File: src/rtl/pll_lock_reset_seq_pkg.sv
// Shared types and constants for the PLL lock / reset sequencer.
package pll_lock_reset_seq_pkg;

  // Sequencer states:
  //   state     | meaning
  //   ST_IDLE   | both resets asserted, waiting for go
  //   ST_FILTER | go high, counting LOCK_FILTER stable cycles
  //   ST_STAGE1 | peripherals released, counting STAGE_DELAY cycles
  //   ST_RUN    | both resets released, LOCK_STABLE high
  typedef enum logic [1:0] {
    ST_IDLE   = 2'd0,
    ST_FILTER = 2'd1,
    ST_STAGE1 = 2'd2,
    ST_RUN    = 2'd3
  } seq_state_e;

  localparam int LOSS_CNT_W = 8;

  // Saturating increment for the lock-loss counter.
  function automatic logic [LOSS_CNT_W-1:0] sat_inc(input logic [LOSS_CNT_W-1:0] v);
    logic [LOSS_CNT_W-1:0] one;
    one = {{(LOSS_CNT_W-1){1'b0}}, 1'b1};
    return (&v) ? v : (v + one);
  endfunction

endpackage

File: src/rtl/pll_lock_reset_seq_rst_bit_sync.sv
// rst_bit_sync: SYNC_STAGES-deep flop chain bringing one asynchronous bit
// into the CLK domain. The synchronous reset clears the whole chain to 0 so
// a freshly reset block never sees a stale "lock" or "button released".
module pll_lock_reset_seq_rst_bit_sync #(
  parameter int SYNC_STAGES = 2
) (
  input  logic clk_i,
  input  logic reset_i,
  input  logic d_i,
  output logic q_o
);

  logic [SYNC_STAGES-1:0] sync_q;
  logic [SYNC_STAGES-1:0] sync_d;

  // Shift the raw input in at bit 0; the oldest sample leaves at the top.
  always_comb begin
    sync_d = {sync_q[SYNC_STAGES-2:0], d_i};
  end

  // Chain registers, cleared by the block reset.
  always_ff @(posedge clk_i) begin
    if (reset_i) begin
      sync_q <= '0;
    end else begin
      sync_q <= sync_d;
    end
  end

  assign q_o = sync_q[SYNC_STAGES-1];

endmodule

File: src/rtl/pll_lock_reset_seq.sv
// PLL lock qualifier and two-stage reset release sequencer.
// Synced PLL lock, synced board reset and INIT_DONE must all be high (go) for
// LOCK_FILTER consecutive cycles before PERIPH_RESET_N releases; FABRIC_RESET_N
// follows STAGE_DELAY cycles later. Any drop of go returns to IDLE at once.
// Optional build macro PLL_LOCK_LOSS_CNT_EN enables the saturating count of
// lock losses seen in RUN; without it LOCK_LOSS_CNT is tied to zero.
module pll_lock_reset_seq
  import pll_lock_reset_seq_pkg::*;
#(
  parameter int SYNC_STAGES = 2,
  parameter int LOCK_FILTER = 1024,
  parameter int STAGE_DELAY = 64,
  parameter int CNT_W       = 16
) (
  input  logic                  CLK,
  input  logic                  RESET,
  input  logic                  PLL_LOCK,
  input  logic                  EXT_RST_N,
  input  logic                  INIT_DONE,
  output logic                  PERIPH_RESET_N,
  output logic                  FABRIC_RESET_N,
  output logic                  LOCK_STABLE,
  output logic [LOSS_CNT_W-1:0] LOCK_LOSS_CNT
);

  localparam logic [CNT_W-1:0] FILTER_LAST = CNT_W'(LOCK_FILTER - 1);
  localparam logic [CNT_W-1:0] STAGE_LAST  = CNT_W'(STAGE_DELAY - 1);
  localparam logic [CNT_W-1:0] CNT_ONE     = CNT_W'(1);

  logic lock_s;
  logic ext_s;
  logic go;

  seq_state_e       state_q, state_d;
  logic [CNT_W-1:0] cnt_q, cnt_d;
  logic             periph_q, periph_d;
  logic             fabric_q, fabric_d;
  logic             stable_q, stable_d;

  pll_lock_reset_seq_rst_bit_sync #(
    .SYNC_STAGES (SYNC_STAGES)
  ) u_lock_sync (
    .clk_i   (CLK),
    .reset_i (RESET),
    .d_i     (PLL_LOCK),
    .q_o     (lock_s)
  );

  pll_lock_reset_seq_rst_bit_sync #(
    .SYNC_STAGES (SYNC_STAGES)
  ) u_ext_sync (
    .clk_i   (CLK),
    .reset_i (RESET),
    .d_i     (EXT_RST_N),
    .q_o     (ext_s)
  );

  assign go = lock_s & ext_s & INIT_DONE;

  // Next state, delay counter and the registered outputs derived from the next state.
  always_comb begin
    state_d = state_q;
    cnt_d   = cnt_q;

    unique case (state_q)
      ST_IDLE: begin
        cnt_d = '0;
        if (go) begin
          state_d = ST_FILTER;
        end
      end

      ST_FILTER: begin
        if (!go) begin
          state_d = ST_IDLE;
          cnt_d   = '0;
        end else if (cnt_q == FILTER_LAST) begin
          state_d = ST_STAGE1;
          cnt_d   = '0;
        end else begin
          cnt_d = cnt_q + CNT_ONE;
        end
      end

      ST_STAGE1: begin
        if (!go) begin
          state_d = ST_IDLE;
          cnt_d   = '0;
        end else if (cnt_q == STAGE_LAST) begin
          state_d = ST_RUN;
          cnt_d   = '0;
        end else begin
          cnt_d = cnt_q + CNT_ONE;
        end
      end

      ST_RUN: begin
        cnt_d = '0;
        if (!go) begin
          state_d = ST_IDLE;
        end
      end

      default: begin
        state_d = ST_IDLE;
        cnt_d   = '0;
      end
    endcase

    // Outputs follow the state being entered so they move on the transition edge.
    periph_d = (state_d == ST_STAGE1) || (state_d == ST_RUN);
    fabric_d = (state_d == ST_RUN);
    stable_d = (state_d == ST_RUN);
  end

  // State, counter and output registers.
  always_ff @(posedge CLK) begin
    if (RESET) begin
      state_q  <= ST_IDLE;
      cnt_q    <= '0;
      periph_q <= 1'b0;
      fabric_q <= 1'b0;
      stable_q <= 1'b0;
    end else begin
      state_q  <= state_d;
      cnt_q    <= cnt_d;
      periph_q <= periph_d;
      fabric_q <= fabric_d;
      stable_q <= stable_d;
    end
  end

  assign PERIPH_RESET_N = periph_q;
  assign FABRIC_RESET_N = fabric_q;
  assign LOCK_STABLE    = stable_q;

`ifdef PLL_LOCK_LOSS_CNT_EN
  logic [LOSS_CNT_W-1:0] loss_q, loss_d;

  // Count RUN exits caused by the synced lock dropping; a simultaneous board
  // reset still counts once, while board reset or INIT_DONE alone never count.
  always_comb begin
    loss_d = loss_q;
    if ((state_q == ST_RUN) && !lock_s) begin
      loss_d = sat_inc(loss_q);
    end
  end

  // Loss counter register, cleared only by the block reset.
  always_ff @(posedge CLK) begin
    if (RESET) begin
      loss_q <= '0;
    end else begin
      loss_q <= loss_d;
    end
  end

  assign LOCK_LOSS_CNT = loss_q;
`else
  assign LOCK_LOSS_CNT = '0;
`endif

endmodule

File: config.mk
export PLATFORM = sky130hd
export DESIGN_NAME = pll_lock_reset_seq
export DESIGN_NICKNAME = d
export VERILOG_FILES = /design/src/rtl/pll_lock_reset_seq_pkg.sv /design/src/rtl/pll_lock_reset_seq_rst_bit_sync.sv /design/src/rtl/pll_lock_reset_seq.sv
export SDC_FILE = /design/constraint.sdc
export NUM_CORES = 1
export LEC_CHECK = 0
export ABC_CLOCK_PERIOD_IN_PS = 5400
export CORE_AREA = 2 2 42 82
export CTS_CLUSTER_DIAMETER = 100
export DETAILED_ROUTE_END_ITERATION = 7
export DIE_AREA = 0 0 44 84
export PLACE_DENSITY = 0.54
export SETUP_SLACK_MARGIN = 0.3
export SKIP_LAST_GASP = 1
export SLEW_MARGIN = 30
export SYNTH_ARGS = -nofsm -noshare
export SYNTH_HDL_FRONTEND = slang
export SYNTH_SLANG_ARGS = --single-unit
File: constraint.sdc
create_clock -name CLK -period 5.4 [get_ports CLK]
set_clock_uncertainty 0.15 [all_clocks]
set_input_delay 1.08 -clock CLK [delete_from_list [all_inputs] [get_ports CLK]]
set_output_delay 1.08 -clock CLK [all_outputs]
set_load 0.1 [all_outputs]
==> out/metrics.yaml, run 1 <==
outcome: "finished, final reports clean"
critPathSlowestCell: "clkdlybuf4s50_1"
setup_ws_ps: 2330
min_path_type: "register to register"
core_area_mm2: 0.00312
cts_resized: 0
stdcell_area_mm2: 0.00115
rows: 29
n_antenna_cell: 0
min_period_over_period_pct: 56.9
drt_iter0_markers: 12
report.final.slew_viol_count: 0
grt_pass1_vias: 784
dr.pass1.iters: 4
clk_pin_slew_worst_paths_ps: 80
dp_hpwl_um: 1410
layout_min_cycle_time_ps: 3070
htree_levels: 1
syn_area_mm2: 0.00105
ant_nets: 0
peakVddDrop_mv: 0.121
initial_core_util_pct: 33.6
grt_pass1_wl_um: 3240
final_util_pct: 37.0
areaGrowthSynthToFinish_pct: 10.2
rsz0062_at_grt: "no"
cts.sinks: 23
post_cts_buffers: 0
gr-usage-all-layers_pct: 11.5
critical_path_buf_inv_count: 1
yosysSeqAreaShare_pct: 44.0
syn_inst: 114
setup_violations: 0
holdBufCountCts: 0
slew_headroom_pct: 35.2
crit_family: "buffers and inverters"
cellPowerDensity_mw_per_mm2: 266
cp.arrival_ps: 1840
yosys_warnings: 0
clockRootBuffer: "clkbuf_8"
crit_path_cell_trace: "clkdlybuf4s50_1"
drv_cap: 0
io_buffers: 7
p_leak_nw: 0.358
fp.dieW_um: 44
worst-path-max-fanout: 5
die_area_mm2: 0.00370
grt_max_degree: 17
vias: 781
nFillCells: 323
avgViaCountPerCell: 5.10
cpPeakStageDelay_ps: 1160
required_ps: 4170
p_total_uw: 307
dpl-instance-area_mm2: 0.00111
synth_area_per_cell_um2: 9.19
critPathLaunchType: "register"
layout-drive-gt1-share_pct: 9.02
nets: 129
place_congestion: 0.753
wire_per_inst_um: 12.4
antenna_found_initial: 0
cp-end-kind: "primary output"
cts_tree: "yes"
cts_buffer_depth: 2
setup_tns_ps: 0
overflow: 0
max_freq_mhz: 326
synth.distinct_cells: 31
numCtsBuffers: 3
tightest_slew_ps: 969
routed_wl_um: 1890
ys_ff_latch: 23
r2r_slack_ps: 3270
route.detailed.drc: 0
fp.dieH_um: 84
dpl_worst_slack_ps: 2410
num_io_pins: 16
hold_viol_final: 0
clock_latency_ps: 270
criticalPathCategory: "register to primary output"
## synthesized netlist by cell type, drive strengths merged
cell / number / share of area, %
a211oi: 1 / 0.72
a21oi: 2 / 1.3
a22oi: 1 / 1.2
and2: 2 / 1.2
and3: 1 / 0.60
and4: 2 / 1.8
and4bb: 1 / 1.2
buf: 10 / 7.2
conb: 1 / 0.36
dfxtp: 23 / 44
ha: 1 / 1.2
inv: 3 / 1.1
nand2: 6 / 2.2
nand3: 5 / 2.4
nand4: 5 / 3.6
nand4b: 1 / 0.84
nor2: 14 / 5.0
nor2b: 6 / 3.6
nor3: 7 / 3.3
nor4: 4 / 2.4
o21ai: 1 / 0.48
o31ai: 1 / 0.72
o41ai: 1 / 0.84
or2: 1 / 0.84
or4: 1 / 1.1
or4b: 1 / 0.96
xnor2: 8 / 6.7
xor2: 4 / 3.3
## worst reg2reg max path: cells and delay by family (launching register included)
kind / cells / cell delay (ps)
compound gates: 1 / 690
fa+ha+maj: 1 / 230
flops: 1 / 400
simple gates: 3 / 530
## final timing paths
path	start	end	cells past startpoint
worst max-delay path	state_q[1]	PERIPH_RESET_N	1
worst min-delay path	u_ext_sync.sync_q[0]	u_ext_sync.sync_q[1]	1
worst max register to register	cnt_q[0]	cnt_q[3]	5
worst min register to register	u_ext_sync.sync_q[0]	u_ext_sync.sync_q[1]	1
## flip-flops by register name (all words and copies together) (netlist names)
name / cells
cnt_q: 16
state_q: 2
u_ext_sync.sync_q: 2
u_lock_sync.sync_q: 2
LOCK_STABLE: 1
## cell type report
| type | instances | area [um^2] | area share [%] |
|---|---|---|---|
| clock buffers | 3 | 41.3 | 3.58 |
| multi-input cells | 85 | 527 | 45.7 |
| inverters | 3 | 11.3 | 0.976 |
| well taps | 31 | 38.8 | 3.36 |
| repair buffers | 7 | 70.1 | 6.07 |
| flip-flops and latches | 23 | 460 | 39.9 |
| clock inverters | 1 | 5.00 | 0.434 |
## power by group
| part | switching, mW | total, mW | internal, mW |
|---|---|---|---|
| clock network | 0.0555 | 0.107 | 0.0516 |
| logic | 0.0251 | 0.0284 | 0.00333 |
| registers | 0.000286 | 0.171 | 0.171 |
| total | 0.0809 | 0.307 | 0.226 |
## through the flow
step	hold slack, ps	cells
2_1_floorplan	264	121
3_3_place_gp	267	149
3_5_place_dp	275	149
4_1_cts	295	153
5_1_grt	311	153
6_report	293	153
## placed cells by master, fill, tap and decap left out, drive strengths merged
cell type	count
conb	8
nand4b	1
dfxtp	23
nand4	5
nor2	14
and2	2
o41ai	1
ha	1
o21ai	1
clkdlybuf4s50	7
a211oi	1
a22oi	1
and4	2
clkinv	1
inv	3
nand2	6
xor2	4
nor3	7
o31ai	1
and4bb	1
nor2b	6
or2	1
or4b	1
nor4	4
nand3	5
or4	1
clkbuf	3
and3	1
a21oi	2
xnor2	8
## layer usage
layer,global-route usage (%),vias to the layer above,wire length (um)
li1,-,396,-
met1,12.3,372,755
met2,19.5,8,1040
met3,1.95,5,44
met4,7.71,0,56
met5,0,-,0
## cells by family (layout without fill, tap and decap cells)
| logic type | Yosys count | count (layout) | synth area share [%] |
|---|---|---|---|
| AO/OA/AOI/OAI | 7 | 7 | 5.26 |
| XOR/XNOR | 12 | 12 | 10.0 |
| adder cells (fa/ha/maj) | 1 | 1 | 1.19 |
| buffers and inverters | 13 | 14 | 8.24 |
| flip-flops | 23 | 23 | 44.0 |
| other | 1 | 8 | 0.358 |
| AND/OR/NAND/NOR | 57 | 57 | 30.9 |
(Power assumes the default switching activity.)
==> run 2: changes to the inputs <==
Settings changed: ABC_CLOCK_PERIOD_IN_PS 5400 to 2900.
Clock period 5.4 ns to 2.9 ns, I/O delays scaled along.
==> out/metrics.yaml, run 2 (synthesis gave the netlist of run 1 again) <==
ant_nets: 0  # unchanged
setup_tns_ps: 0  # unchanged
dr.pass1.iters: 4  # unchanged
fp.dieH_um: 84  # unchanged
clockRootBuffer: "clkbuf_8"  # unchanged
cp-end-kind: "register"  # was primary output
post_cts_buffers: 0  # unchanged
cts.sinks: 23  # unchanged
max_freq_mhz: 513
p_int_uw: 420  # was 226 uW
power_frac_seq_pct: 56.2  # was 55.8%
stdcell_count: 154  # was 153
largest_reg_flops: 16  # unchanged
overflow: 0  # unchanged
outcome: "finished, final reports clean"  # unchanged
wire_per_inst_um: 12.1  # was 12.4 um
core_area_mm2: 0.00312  # unchanged
min_path_type: "register to register"  # unchanged
required_ps: 2950  # was 4170 ps
cellPowerDensity_mw_per_mm2: 491  # was 266 mW/mm^2
grt_pass1_vias: 726  # was 784
place_congestion: 0.767  # was 0.753
rows: 29  # unchanged
die_area_mm2: 0.00370  # unchanged
grt_pass1_wl_um: 3170  # was 3240 um
regMostFlops: "cnt_q"  # unchanged
sw_frac_of_total_pct: 25.9  # was 26.4%
route.detailed.drc: 0  # unchanged
power_frac_clock_pct: 34.5  # was 34.9%
nets: 130  # was 129
avgViaCountPerCell: 4.89  # was 5.10
dp.cells: 150  # was 149
final_common_cell: "dfxtp_1"  # unchanged
critPathLaunchType: "input port"  # was register
io_buffers: 7  # unchanged
vias: 753  # was 781
report.final.slew_viol_count: 0  # unchanged
areaGrowthSynthToFinish_pct: 10.2  # unchanged
cp.arrival_ps: 2000  # was 1840 ps
clock_latency_ps: 260  # was 270 ps
htree_levels: 1  # unchanged
drv_cap: 0  # unchanged
numCtsBuffers: 3  # unchanged
layout-drive-gt1-share_pct: 12.2  # was 9.02%
peakVddDrop_mv: 0.368  # was 0.121 mV
min_period_over_period_pct: 67.2
final_cell_mix: "23 x dfxtp_1, 14 x nor2_1, 8 x xnor2_1, 8 x conb_1, 7 x nor3_1"  # was 23 x dfxtp_1, 14 x nor2_1, 8 x xnor2_1, 8 x conb_1
num_io_pins: 16  # unchanged
routed_wl_um: 1860  # was 1890 um
dp_hpwl_um: 1440  # was 1410 um
worst-path-max-fanout: 16  # was 5
antenna_found_initial: 0  # unchanged
fp.dieW_um: 44  # unchanged
combPwrFrac_pct: 9.3  # about the same
criticalPathCategory: "input port to register"  # was register to primary output
rsz0062_at_grt: "no"  # unchanged
clk_pin_slew_worst_paths_ps: 80  # about the same
p_leak_nw: 0.368  # was 0.358 nW
hold_viol_final: 0  # unchanged
grt_max_degree: 17  # unchanged
setup_violations: 0  # unchanged
power.switching_uw: 147  # was 80.9 uW
drt_iter0_markers: 10  # was 12
holdBufCountCts: 0  # unchanged
cts_buffer_depth: 2  # unchanged
nFillCells: 327  # was 323
cts_tree: "yes"  # unchanged
p_total_uw: 567  # was 307 uW
gr-usage-all-layers_pct: 11.4  # was 11.5%
initial_core_util_pct: 33.6  # unchanged
layout_min_cycle_time_ps: 1950
cts_resized: 0  # unchanged
n_antenna_cell: 0  # unchanged
## run 2: cell types whose count changed in the layout (fill, tap and decap cells not counted)
cell and delta:
buf_4 +4, clkdlybuf4s50_1 -3
## run 2: final timing paths
check | startpoint | cells after the start | endpoint | slack [ps]
worst max-delay path | RESET | 6 | cnt_q[10] | 950
worst max register to register | cnt_q[0] | 5 | cnt_q[14] | 1030
worst min register to register | u_lock_sync.sync_q[0] | 1 | u_lock_sync.sync_q[1] | 300
worst min-delay path | u_lock_sync.sync_q[0] | 1 | u_lock_sync.sync_q[1] | 300
## run 2: routing by layer
| layer | track usage [%] | share of wire [%] | vias to the layer above | wire (um) |
|---|---|---|---|---|
| li1 | - | - | 394 | - |
| met1 | 11.9 | 40 | 345 | 742 |
| met2 | 19.9 | 56 | 10 | 1040 |
| met3 | 1.95 | 1.6 | 4 | 30 |
| met4 | 6.61 | 2.6 | 0 | 48 |
| met5 | 0 | 0 | - | 0 |
## run 2: stage by stage
step | setup slack, ps | cell area (um^2) | util, % | hold WS (ps)
final | 952 | 1150 | 37.0 | 297
after global routing | 813 | 1150 | 37.0 | 316
after CTS | 935 | 1150 | 37.0 | 300
after detailed placement | 659 | 1110 | 35.5 | 281
after global placement | 720 | 1110 | 35.5 | 266
after floorplan | 814 | 1070 | - | 264
## run 2: cell type report
cell class / instances / area (um^2) / share of cell area, %
Sequential cell: 23 / 460 / 39.9
Clock inverter: 1 / 5.00 / 0.434
Clock buffer: 3 / 41.3 / 3.58
Inverter: 3 / 11.3 / 0.976
Timing Repair Buffer: 8 / 70.1 / 6.07
Multi-Input combinational cell: 85 / 527 / 45.7
Tap cell: 31 / 38.8 / 3.36
## run 2: power by group through the flow
stage | logic [mW] | registers, mW | clock network, mW
6_report | 0.0530 | 0.319 | 0.195
5_1_grt | 0.0542 | 0.319 | 0.217
4_1_cts | 0.0527 | 0.319 | 0.201
3_5_place_dp | 0.0528 | 0.326 | 0
3_3_place_gp | 0.0526 | 0.326 | 0
2_1_floorplan | 0.0552 | 0.326 | 0
## run 2: critical path: stages
cell and delay, ps:
clkdlybuf4s50_1 470, nand4b_1 290, nor3_1 220, a22oi_2 100
buf_4 200, nor2_1 120
==> run 3: changes to the inputs <==
Settings changed: ABC_CLOCK_PERIOD_IN_PS 2900 to 2000.
Clock period 2.9 ns to 2 ns, I/O delays scaled along.
==> out/metrics.yaml, run 3 (synthesis gave the netlist of run 1 again) <==
dpl_worst_slack_ps: -208  # was 659 ps
antenna_found_initial: 0  # unchanged
clock_latency_ps: 260  # about the same
nets: 142  # was 130
regMostFlops: "cnt_q"  # unchanged
r2r_slack_ps: 320  # was 1030 ps
fp.dieH_um: 84  # unchanged
crit_cells: 4  # was 6
criticalPathCategory: "register to register"  # was input port to register
hold_viol_final: 0  # unchanged
core_area_mm2: 0.00312  # unchanged
drv_cap: 0  # unchanged
critPathLaunchType: "register"  # was input port
final_cell_mix: "12 x nor2_1, 12 x dfxtp_1, 10 x dfxtp_2, 10 x buf_4"  # was 23 x dfxtp_1, 14 x nor2_1, 8 x xnor2_1, 8 x conb_1, 7 x nor3_1
whs_path_depth: 1  # unchanged
num_io_pins: 16  # unchanged
overflow: 0  # unchanged
setup_ws_ps: 316  # was 952 ps
rows: 29  # unchanged
peakVddDrop_mv: 0.322  # was 0.368 mV
nFillCells: 322  # was 327
cpPeakStageDelay_ps: 510  # was 470 ps
critPathSlowestCell: "or4_4"  # was clkdlybuf4s50_1
crit_family: "simple AND/OR/NAND/NOR gates"  # was buffers and inverters
setup_tns_ps: 0  # unchanged
largest_reg_flops: 16  # unchanged
gr-usage-all-layers_pct: 13.3  # was 11.4%
cts_buffer_depth: 2  # unchanged
outcome: "finished, final reports clean"  # unchanged
cp.arrival_ps: 1740  # was 2000 ps
drt_iter0_markers: 17  # was 10
min_period_over_period_pct: 84.2
io_buffers: 7  # unchanged
cts.sinks: 23  # unchanged
reg2reg_from: "cnt_q[8]"  # was cnt_q[0]
regArea_um2: 477  # was 460 um^2
max_freq_mhz: 594
clockRootBuffer: "clkbuf_8"  # unchanged
p_total_uw: 825  # was 567 uW
report.final.slew_viol_count: 0  # unchanged
numCtsBuffers: 3  # unchanged
cp-end-kind: "register"  # unchanged
final_util_pct: 44.6  # was 37.0%
p_leak_nw: 0.451  # was 0.368 nW
worst-path-max-fanout: 5  # was 16
ant_nets: 0  # unchanged
initial_core_util_pct: 33.6  # unchanged
cts_tree: "yes"  # unchanged
clk_pin_slew_worst_paths_ps: 80  # about the same
dr.pass1.iters: 4  # unchanged
areaGrowthSynthToFinish_pct: 32.9  # was 10.2%
setup_violations: 0  # unchanged
vias: 842  # was 753
rsz0062_at_grt: "yes"  # was no
stdcell_area_mm2: 0.00139  # was 0.00115 mm^2
avgViaCountPerCell: 5.07  # was 4.89
critical_path_buf_inv_count: 0  # was 2
layout-drive-gt1-share_pct: 37.0  # was 12.2%
dp.cells: 156  # was 150
route.detailed.drc: 0  # unchanged
cellPowerDensity_mw_per_mm2: 593  # was 491 mW/mm^2
place_congestion: 0.799  # was 0.767
layout_min_cycle_time_ps: 1680
grt_max_degree: 17  # unchanged
fp.dieW_um: 44  # unchanged
die_area_mm2: 0.00370  # unchanged
r2r-end: "cnt_q[15]"  # was cnt_q[14]
dpl-instance-area_mm2: 0.00119  # was 0.00111 mm^2
min_path_type: "register to register"  # unchanged
grt_pass1_wl_um: 3680  # was 3170 um
required_ps: 2060  # was 2950 ps
n_antenna_cell: 0  # unchanged
crit_path_cell_trace: "nand4_2 -> or2_4 -> or4_4 -> a21oi_2"  # was clkdlybuf4s50_1 -> nand4b_1 -> nor3_1 -> a22oi_2 -> buf_4 -> nor2_1
dp_hpwl_um: 1590  # was 1440 um
htree_levels: 1  # unchanged
grt_pass1_vias: 856  # was 726
critPathLaunch: "cnt_q[8]"  # was RESET
routed_wl_um: 2220  # was 1860 um
rr_worst_depth: 4  # was 5
stdcell_count: 166  # was 154
whs_ps: 298  # was 297 ps
wire_per_inst_um: 13.4  # was 12.1 um
crit_end: "cnt_q[15]"  # was cnt_q[10]
multi_input_area_um2: 601  # was 527 um^2
==> run 3: cell count changes in the layout (fill, tap and decap cells not counted), moves of 2 or more <==
cell | before | now
dfxtp_1 | 23 | 12
dfxtp_2 | 0 | 10
buf_4 | 4 | 10
buf_12 | 0 | 4
buf_6 | 0 | 2
nand3_1 | 5 | 3
nor2_1 | 14 | 12
nor3_1 | 7 | 5
nor3_2 | 0 | 2
==> run 3: how the worst min path moves through the flow <==
stage	from	endpoint
3_3_place_gp	u_ext_sync.sync_q[0]	u_ext_sync.sync_q[1]
5_1_grt	u_ext_sync.sync_q[0]	u_ext_sync.sync_q[1]
4_1_cts	u_lock_sync.sync_q[0]	u_lock_sync.sync_q[1]
3_5_place_dp	u_lock_sync.sync_q[0]	u_lock_sync.sync_q[1]
2_1_floorplan	u_ext_sync.sync_q[0]	u_ext_sync.sync_q[1]
6_report	u_lock_sync.sync_q[0]	u_lock_sync.sync_q[1]
==> run 3: cell type report <==
cell class	instances	area share [%]
sequential	23	34.3
multi-input combinational	85	43.2
timing repair buffer	20	15.6
clock inverter	1	0.360
inverter	3	0.809
tap	31	2.79
clock buffer	3	2.97
==> run 3: report_power, final <==
| part | internal, mW | switching (mW) | total, mW |
|---|---|---|---|
| logic | 0.0103 | 0.0683 | 0.0786 |
| clock network | 0.139 | 0.147 | 0.286 |
| registers | 0.460 | 0.000764 | 0.460 |
==> run 3: metal layers <==
layer  GRT usage (%)  routed length, um  up-vias
met3            2.60                 58        7
met4            8.26                 67        0
met2            24.1               1280       17
met1            12.7                814      398
met5               0                  0        -
li1                -                  -      420
==> run 3: timing repair <==
action | 4_1_cts | 5_1_grt
hold endpoints to repair | 0 | 0
setup endpoints to repair | 16 | 18
resized for setup | 11 | 17
buffers inserted | 2 | 4
pin swaps | 2 | 4
hold buffers | 0 | 0
